--- src/rtl/sum_acc_pkg.sv ---
// rtl/sum_acc_pkg.sv - shared state encoding, default widths and count-width helper for sum_accumulator
package sum_acc_pkg;

  typedef enum logic [1:0] {
    ST_IDLE  = 2'd0,
    ST_ACCUM = 2'd1,
    ST_DONE  = 2'd2
  } state_e;

  localparam int DEF_DATA_W = 4;
  localparam int DEF_ACC_W  = 8;

  // Width needed to hold a frame count in the range 0..count.
  function automatic int cnt_width(input int count);
    return $clog2(count + 1);
  endfunction

endpackage

--- src/rtl/sum_accumulator.sv ---
// rtl/sum_accumulator.sv - frames {carry, sum} adder results into a running total with sticky overflow
module sum_accumulator
  import sum_acc_pkg::*;
#(
  parameter int DATA_W = DEF_DATA_W,
  parameter int COUNT  = 4,
  parameter int ACC_W  = DEF_ACC_W,
  localparam int CNT_W = cnt_width(COUNT)
) (
  input  logic              clk,
  input  logic              rst,
  input  logic [DATA_W-1:0] in_sum,
  input  logic              in_carry,
  input  logic              in_valid,
  input  logic              in_last,
  output logic              in_ready,
  input  logic              flush,
  output logic [ACC_W-1:0]  out_acc,
  output logic [CNT_W-1:0]  out_count,
  output logic              out_ovf,
  output logic              out_valid,
  input  logic              out_ready
);

  localparam int PAD_W = ACC_W - DATA_W;

  state_e             state_q;
  logic [ACC_W-1:0]   acc_q;
  logic [CNT_W-1:0]   cnt_q;
  logic               ovf_q;
  logic               out_valid_q;
  logic               in_ready_q;

  logic [ACC_W:0]     value_ext;
  logic [ACC_W:0]     sum_d;
  logic [CNT_W-1:0]   cnt_d;
  logic               accept;
  logic               close_d;

  always_comb begin
    value_ext = {{PAD_W{1'b0}}, in_carry, in_sum};
    sum_d     = {1'b0, acc_q} + value_ext;
    cnt_d     = cnt_q + 1'b1;
    // A flush in the same cycle drops the presented input.
    accept    = in_valid && in_ready_q && !flush;
    close_d   = in_last || (state_q == ST_IDLE ? (COUNT == 1) : (cnt_d == CNT_W'(COUNT)));
  end

  always_ff @(posedge clk) begin
    if (rst) begin
      state_q     <= ST_IDLE;
      acc_q       <= '0;
      cnt_q       <= '0;
      ovf_q       <= 1'b0;
      out_valid_q <= 1'b0;
      in_ready_q  <= 1'b1;
    end else begin
      case (state_q)
        ST_IDLE, ST_ACCUM: begin
          if (flush) begin
            state_q <= ST_IDLE;
            acc_q   <= '0;
            cnt_q   <= '0;
            ovf_q   <= 1'b0;
          end else if (accept) begin
            if (state_q == ST_IDLE) begin
              acc_q <= value_ext[ACC_W-1:0];
              cnt_q <= CNT_W'(1);
              ovf_q <= 1'b0;
            end else begin
              acc_q <= sum_d[ACC_W-1:0];
              cnt_q <= cnt_d;
              ovf_q <= ovf_q | sum_d[ACC_W];
            end
            if (close_d) begin
              state_q     <= ST_DONE;
              out_valid_q <= 1'b1;
              in_ready_q  <= 1'b0;
            end else begin
              state_q <= ST_ACCUM;
            end
          end
        end
        ST_DONE: begin
          if (out_ready) begin
            state_q     <= ST_IDLE;
            acc_q       <= '0;
            cnt_q       <= '0;
            ovf_q       <= 1'b0;
            out_valid_q <= 1'b0;
            in_ready_q  <= 1'b1;
          end
        end
        default: begin
          state_q     <= ST_IDLE;
          acc_q       <= '0;
          cnt_q       <= '0;
          ovf_q       <= 1'b0;
          out_valid_q <= 1'b0;
          in_ready_q  <= 1'b1;
        end
      endcase
    end
  end

  assign in_ready  = in_ready_q;
  assign out_valid = out_valid_q;
  assign out_acc   = acc_q;
  assign out_count = cnt_q;
  assign out_ovf   = ovf_q;

endmodule

--- config.mk ---
export PLATFORM = sky130hd
export DESIGN_NAME = sum_accumulator
export DESIGN_NICKNAME = d
export VERILOG_FILES = /design/src/rtl/sum_acc_pkg.sv /design/src/rtl/sum_accumulator.sv
export SDC_FILE = /design/constraint.sdc
export NUM_CORES = 1
export LEC_CHECK = 0
export ABC_AREA = 1
export ABC_CLOCK_PERIOD_IN_PS = 2000
export CORE_MARGIN = 1
export CORE_UTILIZATION = 48
export CTS_CLUSTER_DIAMETER = 150
export CTS_CLUSTER_SIZE = 20
export DETAILED_ROUTE_END_ITERATION = 16
export PLACE_DENSITY = 0.84
export SYNTH_ARGS = -nofsm -noshare
export SYNTH_HDL_FRONTEND = slang
export SYNTH_SLANG_ARGS = --single-unit
--- constraint.sdc ---
create_clock -name clk -period 2 [get_ports clk]
set_clock_uncertainty 0.1 [all_clocks]
set_input_delay 0.3 -clock clk [delete_from_list [all_inputs] [get_ports clk]]
set_output_delay 0.3 -clock clk [all_outputs]
set_load 0.1 [all_outputs]
## After elaboration in Yosys (flattened, before gate mapping)

Index checks and enable logic that the tools add are counted.

- Register bits: 16
- Bits in latches: 0
- Memory bits (writable): 0
- Bits in read-only memories: 0
- Input bits: 11
- Output and inout bits: 14
- Logic and storage cells: 55
- Memories kept: 0

- $add $sub $neg: 2
- $mul: 0
- Divide/modulo/power cells: 0
- Order comparisons: 0
- Equality and inequality tests: 8
- Shift-type cells: 0
- Multiplexer cells: 30
- Bitwise logic cells: 1
- Reductions and logical operators: 8

Operator list:

| kind | count |
|---|---|
| 8-bit 2-to-1 mux | 4 |
| 8-bit case mux with 2 select lines | 1 |
| 1-bit 2-to-1 mux | 12 |
| 3-bit 2-to-1 mux | 4 |
| 8-bit by 5-bit adder with 9-bit output | 1 |
| 2-bit 2-to-1 mux | 4 |
| 2-bit inequality test, second input constant | 4 |
| 1-bit case mux with 2 select lines | 3 |
| 3-bit case mux with 2 select lines | 1 |
| 2-bit case mux with 2 select lines | 1 |
| 4-bit AND reduction | 1 |
| 3-bit by 1-bit adder with 3-bit output, second input constant | 1 |
| 3-bit equality test, second input constant | 1 |
| 3-bit inequality test, second input constant | 1 |
| 2-bit by 1-bit equality test with 1-bit output, second input constant | 1 |
| 2-bit equality test, second input constant | 1 |
| 1-bit logical AND | 2 |
| 2-bit zero test | 1 |
| 2-bit AND reduction | 1 |
| 2-bit OR reduction | 1 |
| 1-bit zero test | 1 |
| 1-bit logical OR | 1 |
| 1-bit bitwise OR | 1 |

## Depth between registers and ports, before layout

Gate-level depths: netlist of run 1.

- Depth after elaboration: 8
- Mapped depth: 10
- Mapped depth without buffers: 10

## Least setup slack after synthesis of run 1

OpenSTA, ideal clock, no wires.

- Path type: register to register
- Start point: reg acc_q[0] (netlist: out_acc[0])
- End point: reg acc_q[4] (netlist: out_acc[4])
- Library setup time: 119 ps
- Arrival time: 2116 ps
- Data required time: 1781 ps
- Setup slack: -335 ps
- Stages on the path, launching flop included: 10
- Buffers on the path: 0
- Clock period less this slack: 2335 ps
- Path through: dfxtp_1 > ha_1 > inv_1 > fa_1 > inv_1 > nand3_1 > nand3_1 > nand3_1 > nand2_1 > a21oi_1

- Word-level cells in the longest chain between the ends: 5

Ends and longest elaborated chain:

| what | RTL line | source |
|---|---|---|
| start: declaration | sum_accumulator.sv:28 | `logic [ACC_W-1:0] acc_q;` |
| start signal: assignment | sum_accumulator.sv:67 | `acc_q <= value_ext[ACC_W-1:0];` |
| start signal: assignment | sum_accumulator.sv:71 | `acc_q <= sum_d[ACC_W-1:0];` |
| 8-bit by 5-bit adder with 9-bit output | sum_accumulator.sv:42 | `sum_d = {1'b0, acc_q} + value_ext;` |
| 8-bit 2-to-1 mux | sum_accumulator.sv:66 | `if (state_q == ST_IDLE) begin` |
| 8-bit 2-to-1 mux | sum_accumulator.sv:65 | `end else if (accept) begin` |
| 8-bit 2-to-1 mux | sum_accumulator.sv:60 | `if (flush) begin` |
| 8-bit case mux with 2 select lines | sum_accumulator.sv:58 | `case (state_q)` |

No other way between the ends. The select of a mux whose other input is x is not followed.
A chain may end at the register's enable or synchronous reset.

## Worst setup path in the final report of run 1

- Start point: in in_sum[0]
- End point: reg acc_q[6] (netlist: out_acc[6])

- Word-level cells in the longest chain between the ends: 5

Ends and longest elaborated chain:

| what | RTL line | source |
|---|---|---|
| start: declaration | sum_accumulator.sv:12 | `input logic [DATA_W-1:0] in_sum,` |
| 8-bit by 5-bit adder with 9-bit output | sum_accumulator.sv:42 |  |
| 8-bit 2-to-1 mux | sum_accumulator.sv:66 |  |
| 8-bit 2-to-1 mux | sum_accumulator.sv:65 |  |
| 8-bit 2-to-1 mux | sum_accumulator.sv:60 |  |
| 8-bit case mux with 2 select lines | sum_accumulator.sv:58 |  |

No other way between the ends. The select of a mux whose other input is x is not followed.

==> results of run 1 <==
state kept, by name (all words and copies together), names as in the netlist:
register,cells
out_count,3
out_ovf,1
in_ready,1
out_valid,1
state_q,2
out_acc,8
cell usage in the layout (no fill, tap or decap), drive strengths merged, types with 5 or more instances in the layout:
master / Yosys / routed
a21oi: 14 / 14
buf: 3 / 19
clkdlybuf4s50: 0 / 10
dfxtp: 16 / 16
ha: 7 / 7
inv: 26 / 26
nand2: 44 / 44
nand3: 15 / 15
nor2: 20 / 20
o21ai: 5 / 5
power breakdown:
part           switching (mW)  total, mW  internal [mW]
clock network           0.114      0.225          0.111
logic                   0.166      0.243         0.0776
registers              0.0115      0.344          0.332
per-stage QoR:
step	utilization, %	hold slack (ns)	cell area, um2	TNS, ns	std cells
final	66.4	0.353	1330	0	214
after global routing	66.4	0.374	1330	0	214
after CTS	66.4	0.358	1330	0	214
after detailed placement	64.6	0.343	1290	-0.404	210
after global placement	64.6	0.338	1290	-0.128	210
after floorplan	-	0.262	1040	0	157
synth_stat cells, types with 2 or more instances:
master and number:
nor2_1 17, nand3_1 14, nor2_2 2, nand2_2 2, a21oi_1 13, ha_1 7, o21ai_0 4, nand2_1 42
dfxtp_1 16, nor3_1 2, inv_1 24, buf_6 2
final timing paths:
path               from  slack, ns  cells past startpoint         end
min           out_valid       0.35                      2   out_valid
min reg2reg   out_valid       0.35                      2   out_valid
max           in_sum[0]       0.15                     10  out_acc[6]
max reg2reg  out_acc[0]       0.29                      9  out_acc[6]
area by class of cell:
type	count	share of cell area [%]
sequential	16	24.6
inverter	26	7.53
clock buffer	4	2.73
timing repair buffer	29	18.3
multi-input combinational	112	44.4
tap	27	2.54
worst min-delay path, delay by kind of cell, from the launching register on:
kind	cells	cell delay (ns)
buffers and inverters	1	0.04
DFF	1	0.32
AOI/OAI and AO/OA	1	0.05
kinds of logic (layout without fill, tap and decap cells):
group	after synthesis	in the layout	synth area share [%]
adder cells (fa/ha/maj)	8	8	10.4
XOR/XNOR	1	1	0.844
AO/OA/AOI/OAI	22	22	12.2
AND/OR/NAND/NOR	81	81	33.5
flip-flops	16	16	30.8
buffers and inverters	29	59	12.3
routing by layer:
layer	wire length, um	track usage, %
met3	108	4.09
met2	1090	36.9
met5	0	0
met4	47	8.82
met1	1050	26.0
==> out/results.ini, run 1 <==
[global_route]
grt-ovfl-total = 0
grt_start_max_net_pins = 10
grt_pass1_vias = 952
antenna_found_initial = 0
grt_pass1_wl_um = 3930
grt_util_all_layers_pct = 21.4

[detailed_routing]
drtPass1Iterations = 4
drt_iter0_drc = 13
drt_wl_total_um = 2290
routedWlPerCell_um = 10.7
routed_via_density = 5.00
ant_nets = 0
drc = 0
vias = 1070

[clock_network]
hold_buffers = 0
cts_buffers = 3
root_buffer = clkbuf_4
cts-resized-gates = 0
cts_setup_buffers = 0
clockBufferDepth = 2
cts_tree = yes
clkSlewWorstSetupHoldPaths_ns = 0.10
cts_sinks = 16
htreeDepth = 1
worstSkewPairLatency_ns = 0.29

[synthesis]
synthesis.nets = 176
ys_types = 24
ys_ff_latch = 16
netlist_top_cells_area = dfxtp_1 (31%), nand2_1 (15%), inv_1 (8.7%), ha_1 (8.4%), nand3_1 (6.7%)
synth_ff_type = dfxtp_1
synthArstFlopShare_pct = 0
synth_cells = 157
yosysTopAreaCell = dfxtp_1
yosys_warnings = 0
synth_edf_count = 0
syn-cell-area_mm2 = 0.00104
avgSynthCellArea_um2 = 6.61
synth_top_area_share_pct = 30.8
ys_seq_area_share_pct = 30.8

[layout]
drive_above_1_share_pct = 20.3
syn_to_final_growth_pct = 28.1
diodes = 0
regArea_um2 = 327
multi_input_area_um2 = 591
final_nets = 207
fillCellCount = 186

[critical_path]
cp_slowest_cell = clkdlybuf4s50_1
crit_chain = clkdlybuf4s50_1 > ha_1 > inv_1 > fa_1 > inv_1 > nand2_1 > nand3_1 > nand2_1 > nand2_1 > a21oi_2
cp_top_family = buffers and inverters
cp.arrival_ns = 1.94
cp.required_ns = 2.09
max_stage_delay_ns = 0.49
crit_path_end_kind = register
path_buf_inv = 3
path_class = input port to register
worstPathMaxFanout = 3
cpMostUsedCell = nand2_1
start_kind = input port

[floorplan]
ios = 25
coreArea_mm2 = 0.00200
initial_core_util_pct = 51.9
die-area_mm2 = 0.00235
fp.dieH_um = 48.5
fp.dieW_um = 48.5
rows = 16

[outcome]
status = completed

[timing]
fmax_mhz = 541
rsz0062_at_grt = false
slew_headroom_pct = 80.2
fin_crit_sh_pct = 92.4
setup_slack_ns = 0.152
hold_viol = 0
slew_viol_final = 0
period_needed_ns = 1.85
setup_violations = 0
worstMarginPinSlew_ns = 0.295

[pwr]
vdd_drop_max_mv = 0.444
p_leak_nw = 0.660
power.density_mw_per_mm2 = 610
power_mw = 0.811

[run]
drv_cap = 0

[placement]
gp_congestion = 0.928
hpwl_um = 1790
dpl_worst_slack_ns = -0.143
port_buffers = 24

[hold_path]
min_path_type = register to register

(Power assumes the default switching activity.)
==> run 2, diff against run 1 <==
- RECOVER_POWER: default -> 100
==> out/results.ini, run 2 (synthesized netlist as in run 1, its figures left out) <==
[clock_network]
cts_tree = yes
cts_sinks = 16
root_buffer = clkbuf_4
cts_buffers = 3
htreeDepth = 1
cts-resized-gates = 0
cts_setup_buffers = 0
clkSlewWorstSetupHoldPaths_ns = 0.11
clockBufferDepth = 2
worstSkewPairLatency_ns = 0.29
hold_buffers = 0

[layout]
layout_commonest_cell = nand2_1
drive_above_1_share_pct = 18.2
diodes = 0
final_nets = 207
syn_to_final_growth_pct = 23.3
mostFrequentLayoutCells = nand2_1 (43), inv_1 (24), nor2_1 (18), clkbuf_2 (15)
largest_reg_flops = 8
post-route-util_pct = 63.9

[timing]
rsz0062_at_grt = false
fin_setup_tns_ns = 0
slew_viol_final = 0
setup_violations = 0
hold_viol = 0
slew_headroom_pct = 63.8
fin_crit_sh_pct = 92.3
fmax_mhz = 542
period_needed_ns = 1.85
worstMarginPinSlew_ns = 0.545

[global_route]
top_usage_layer = met2
use_met3_pct = 4.09
grt_util_all_layers_pct = 21.4
use_met2_pct = 36.9
grt-ovfl-total = 0
grtUsageMet1_pct = 26.0
grt_pass1_vias = 952
grt_start_max_net_pins = 10
grt_pass1_wl_um = 3930
antenna_found_initial = 0

[floorplan]
fp.dieW_um = 48.5
die-area_mm2 = 0.00235
coreArea_mm2 = 0.00200
initial_core_util_pct = 51.9
ios = 25
fp.dieH_um = 48.5
rows = 16

[detailed_routing]
drt_iter0_drc = 9
routed_via_density = 4.89
drt_wl_total_um = 2280
drtPass1Iterations = 4
vias = 1047
routedWlPerCell_um = 10.6
drc = 0
ant_nets = 0

[placement]
hpwl_um = 1790
gp_congestion = 0.928
port_buffers = 24

[critical_path]
crit_path_end_kind = register
cp.required_ns = 2.13
cp.arrival_ns = 1.98
worst_r2r_path_depth = 8
path_class = input port to register
ff2ff_setup_slack_ns = 0.30
worstPathMaxFanout = 3
start_kind = input port

[outcome]
status = completed

[hold_path]
holdPathStages = 2
min_path_type = register to register

[pwr]
p_leak_nw = 0.645
power.density_mw_per_mm2 = 628
vdd_drop_max_mv = 0.442

[run]
drv_cap = 0

==> run 2: cell types whose count changed in the layout (fill, tap and decap cells not counted) <==
| cell | previous run | this run |
|---|---|---|
| a21oi_2 | 1 | 0 |
| clkbuf_2 | 0 | 15 |
| clkbuf_1 | 0 | 1 |
| clkdlybuf4s50_1 | 10 | 9 |
| nand2_1 | 42 | 43 |
| dlygate4sd3_1 | 0 | 1 |
| nor2_2 | 2 | 1 |
| nor2_1 | 17 | 18 |
| buf_4 | 19 | 3 |
| nand2_2 | 2 | 1 |
| a21oi_1 | 13 | 14 |
==> run 2: critical path: stages <==
cell	delay, ns
clkdlybuf4s50_1	0.49
ha_1	0.18
inv_1	0.05
fa_1	0.41
inv_1	0.10
nand2_1	0.08
nand3_1	0.12
nand3_1	0.08
a21oi_1	0.16
==> run 2: where the power goes <==
| part | internal, mW | switching [mW] | total [mW] |
|---|---|---|---|
| sequential | 0.332 | 0.0111 | 0.343 |
| combinational | 0.0685 | 0.165 | 0.233 |
| clock | 0.111 | 0.116 | 0.227 |
==> run 2: layout make-up <==
class                           count  area, um2
Sequential cell                    16        327
Multi-Input combinational cell    112        582
Inverter                           26        100
Fill cell                         198        722
Timing Repair Buffer               29        201
Clock buffer                        4       36.3
Tap cell                           27       33.8
==> run 2: metrics by stage <==
| step | instance area [um2] | std cells | power (mW) | worst slack [ns] | hold slack, ns |
|---|---|---|---|---|---|
| after floorplan | 1040 | 157 | 0.528 | 0.00194 | 0.262 |
| after global placement | 1290 | 210 | 0.589 | -0.0677 | 0.338 |
| after detailed placement | 1290 | 210 | 0.593 | -0.143 | 0.343 |
| final | 1280 | 214 | 0.803 | 0.154 | 0.352 |
| after CTS | 1330 | 214 | 0.815 | 0.159 | 0.358 |
| after global routing | 1280 | 214 | 0.843 | 0.0587 | 0.372 |
==> run 2: per-layer routing <==
layer,vias to the layer above,wire length [um],part of all wire (%)
li1,554,-,-
met3,6,85,3.7
met4,0,42,1.8
met2,22,1090,48
met1,465,1060,47
met5,-,0,0
==> run 2: path summary, 6_finish.rpt <==
path              start    endpoint
max           in_sum[0]  out_acc[6]
min           out_valid   out_valid
max reg2reg  out_acc[0]  out_acc[6]
min reg2reg   out_valid   out_valid
==> run 3, diff against run 2 <==
- RECOVER_POWER: 100 -> 50
==> out/results.ini, run 3 (synthesized netlist as in run 1, its figures left out) <==
[outcome]
status = completed

[critical_path]
worst_r2r_path_depth = 9
cp.required_ns = 2.09
cp.arrival_ns = 1.94
path_class = input port to register
worstPathMaxFanout = 3
start_kind = input port
startpoint = in_sum[0]
timing.rr.start = out_acc[0]
crit_path_end_kind = register
ff2ff_setup_slack_ns = 0.30

[floorplan]
die-area_mm2 = 0.00235
fp.dieH_um = 48.5
initial_core_util_pct = 51.9
fp.dieW_um = 48.5
coreArea_mm2 = 0.00200
rows = 16
ios = 25

[pwr]
p_leak_nw = 0.651
power.density_mw_per_mm2 = 622
vdd_drop_max_mv = 0.437

[placement]
port_buffers = 24
placed_area_mm2 = 0.00129
placed_cells = 210
gp_congestion = 0.928
hpwl_um = 1790

[detailed_routing]
routed_via_density = 4.89
ant_nets = 0
drt_wl_total_um = 2280
drt_iter0_drc = 14
drc = 0
routedWlPerCell_um = 10.7
drtPass1Iterations = 4
vias = 1046

[clock_network]
cts_tree = yes
clkSlewWorstSetupHoldPaths_ns = 0.10
worstSkewPairLatency_ns = 0.29
clockBufferDepth = 2
cts_buffers = 3
htreeDepth = 1
cts_sinks = 16
root_buffer = clkbuf_4
cts_setup_buffers = 0
cts-resized-gates = 0
hold_buffers = 0

[hold_path]
min_path_type = register to register
holdPathStages = 2
worstHoldStart = out_valid

[timing]
period_needed_ns = 1.85
rsz0062_at_grt = false
whs_ns = 0.352
fin_crit_sh_pct = 92.3
slew_headroom_pct = 63.8
fin_setup_tns_ns = 0
worstMarginPinSlew_ns = 0.545
setup_violations = 0
hold_viol = 0
fmax_mhz = 541
slew_viol_final = 0

[layout]
mostFrequentLayoutCells = nand2_1 (43), inv_1 (24), nor2_1 (18), nand3_1 (14)
fin_cells = 214
layout_commonest_cell = nand2_1
diodes = 0
post-route-util_pct = 64.6
final_nets = 207
syn_to_final_growth_pct = 24.5
final_area_mm2 = 0.00129
largest_reg_flops = 8
drive_above_1_share_pct = 19.3

[global_route]
grt_pass1_wl_um = 3930
grt_pass1_vias = 952
grt-ovfl-total = 0
grt_start_max_net_pins = 10
grt_util_all_layers_pct = 21.4
antenna_found_initial = 0

[run]
drv_cap = 0

==> run 3: area by class of cell <==
type | instances | area, um2
repair buffers | 29 | 210
fillers | 197 | 709
inverters | 26 | 100
multi-input cells | 112 | 586
flip-flops and latches | 16 | 327
well taps | 27 | 33.8
clock buffers | 4 | 36.3
==> run 3: metrics by stage <==
stage / power (mW) / setup slack [ns]
final: 0.804 / 0.153
after global routing: 0.845 / 0.0763
after CTS: 0.815 / 0.159
after detailed placement: 0.593 / -0.143
after global placement: 0.589 / -0.0677
after floorplan: 0.528 / 0.00194
==> run 3: critical path, cell delays in order <==
cell and delay [ns]:
clkdlybuf4s50_1 0.49, ha_1 0.18, inv_1 0.05, fa_1 0.41, inv_1 0.10, nand2_1 0.08
nand3_1 0.12, nand2_1 0.07, nand2_1 0.08, a21oi_2 0.05
==> run 3: routing by layer <==
| layer | global-route usage (%) | up-vias | share of wire (%) |
|---|---|---|---|
| met3 | 4.09 | 6 | 3.4 |
| met5 | 0 | - | 0 |
| li1 | - | 555 | - |
| met4 | 8.82 | 0 | 1.8 |
| met1 | 26.0 | 465 | 46 |
| met2 | 36.9 | 20 | 48 |
==> run 3: path summary, 6_finish.rpt <==
check | to
setup / recovery | out_acc[6]
hold / removal | out_valid
setup reg to reg | out_acc[6]
hold reg to reg | out_valid
==> run 3: report_power, final <==
| group | switching (mW) | total, mW | internal (mW) |
|---|---|---|---|
| Clock | 0.114 | 0.225 | 0.111 |
| Sequential | 0.0112 | 0.343 | 0.332 |
| Combinational | 0.165 | 0.235 | 0.0705 |
| Total | 0.290 | 0.804 | 0.514 |
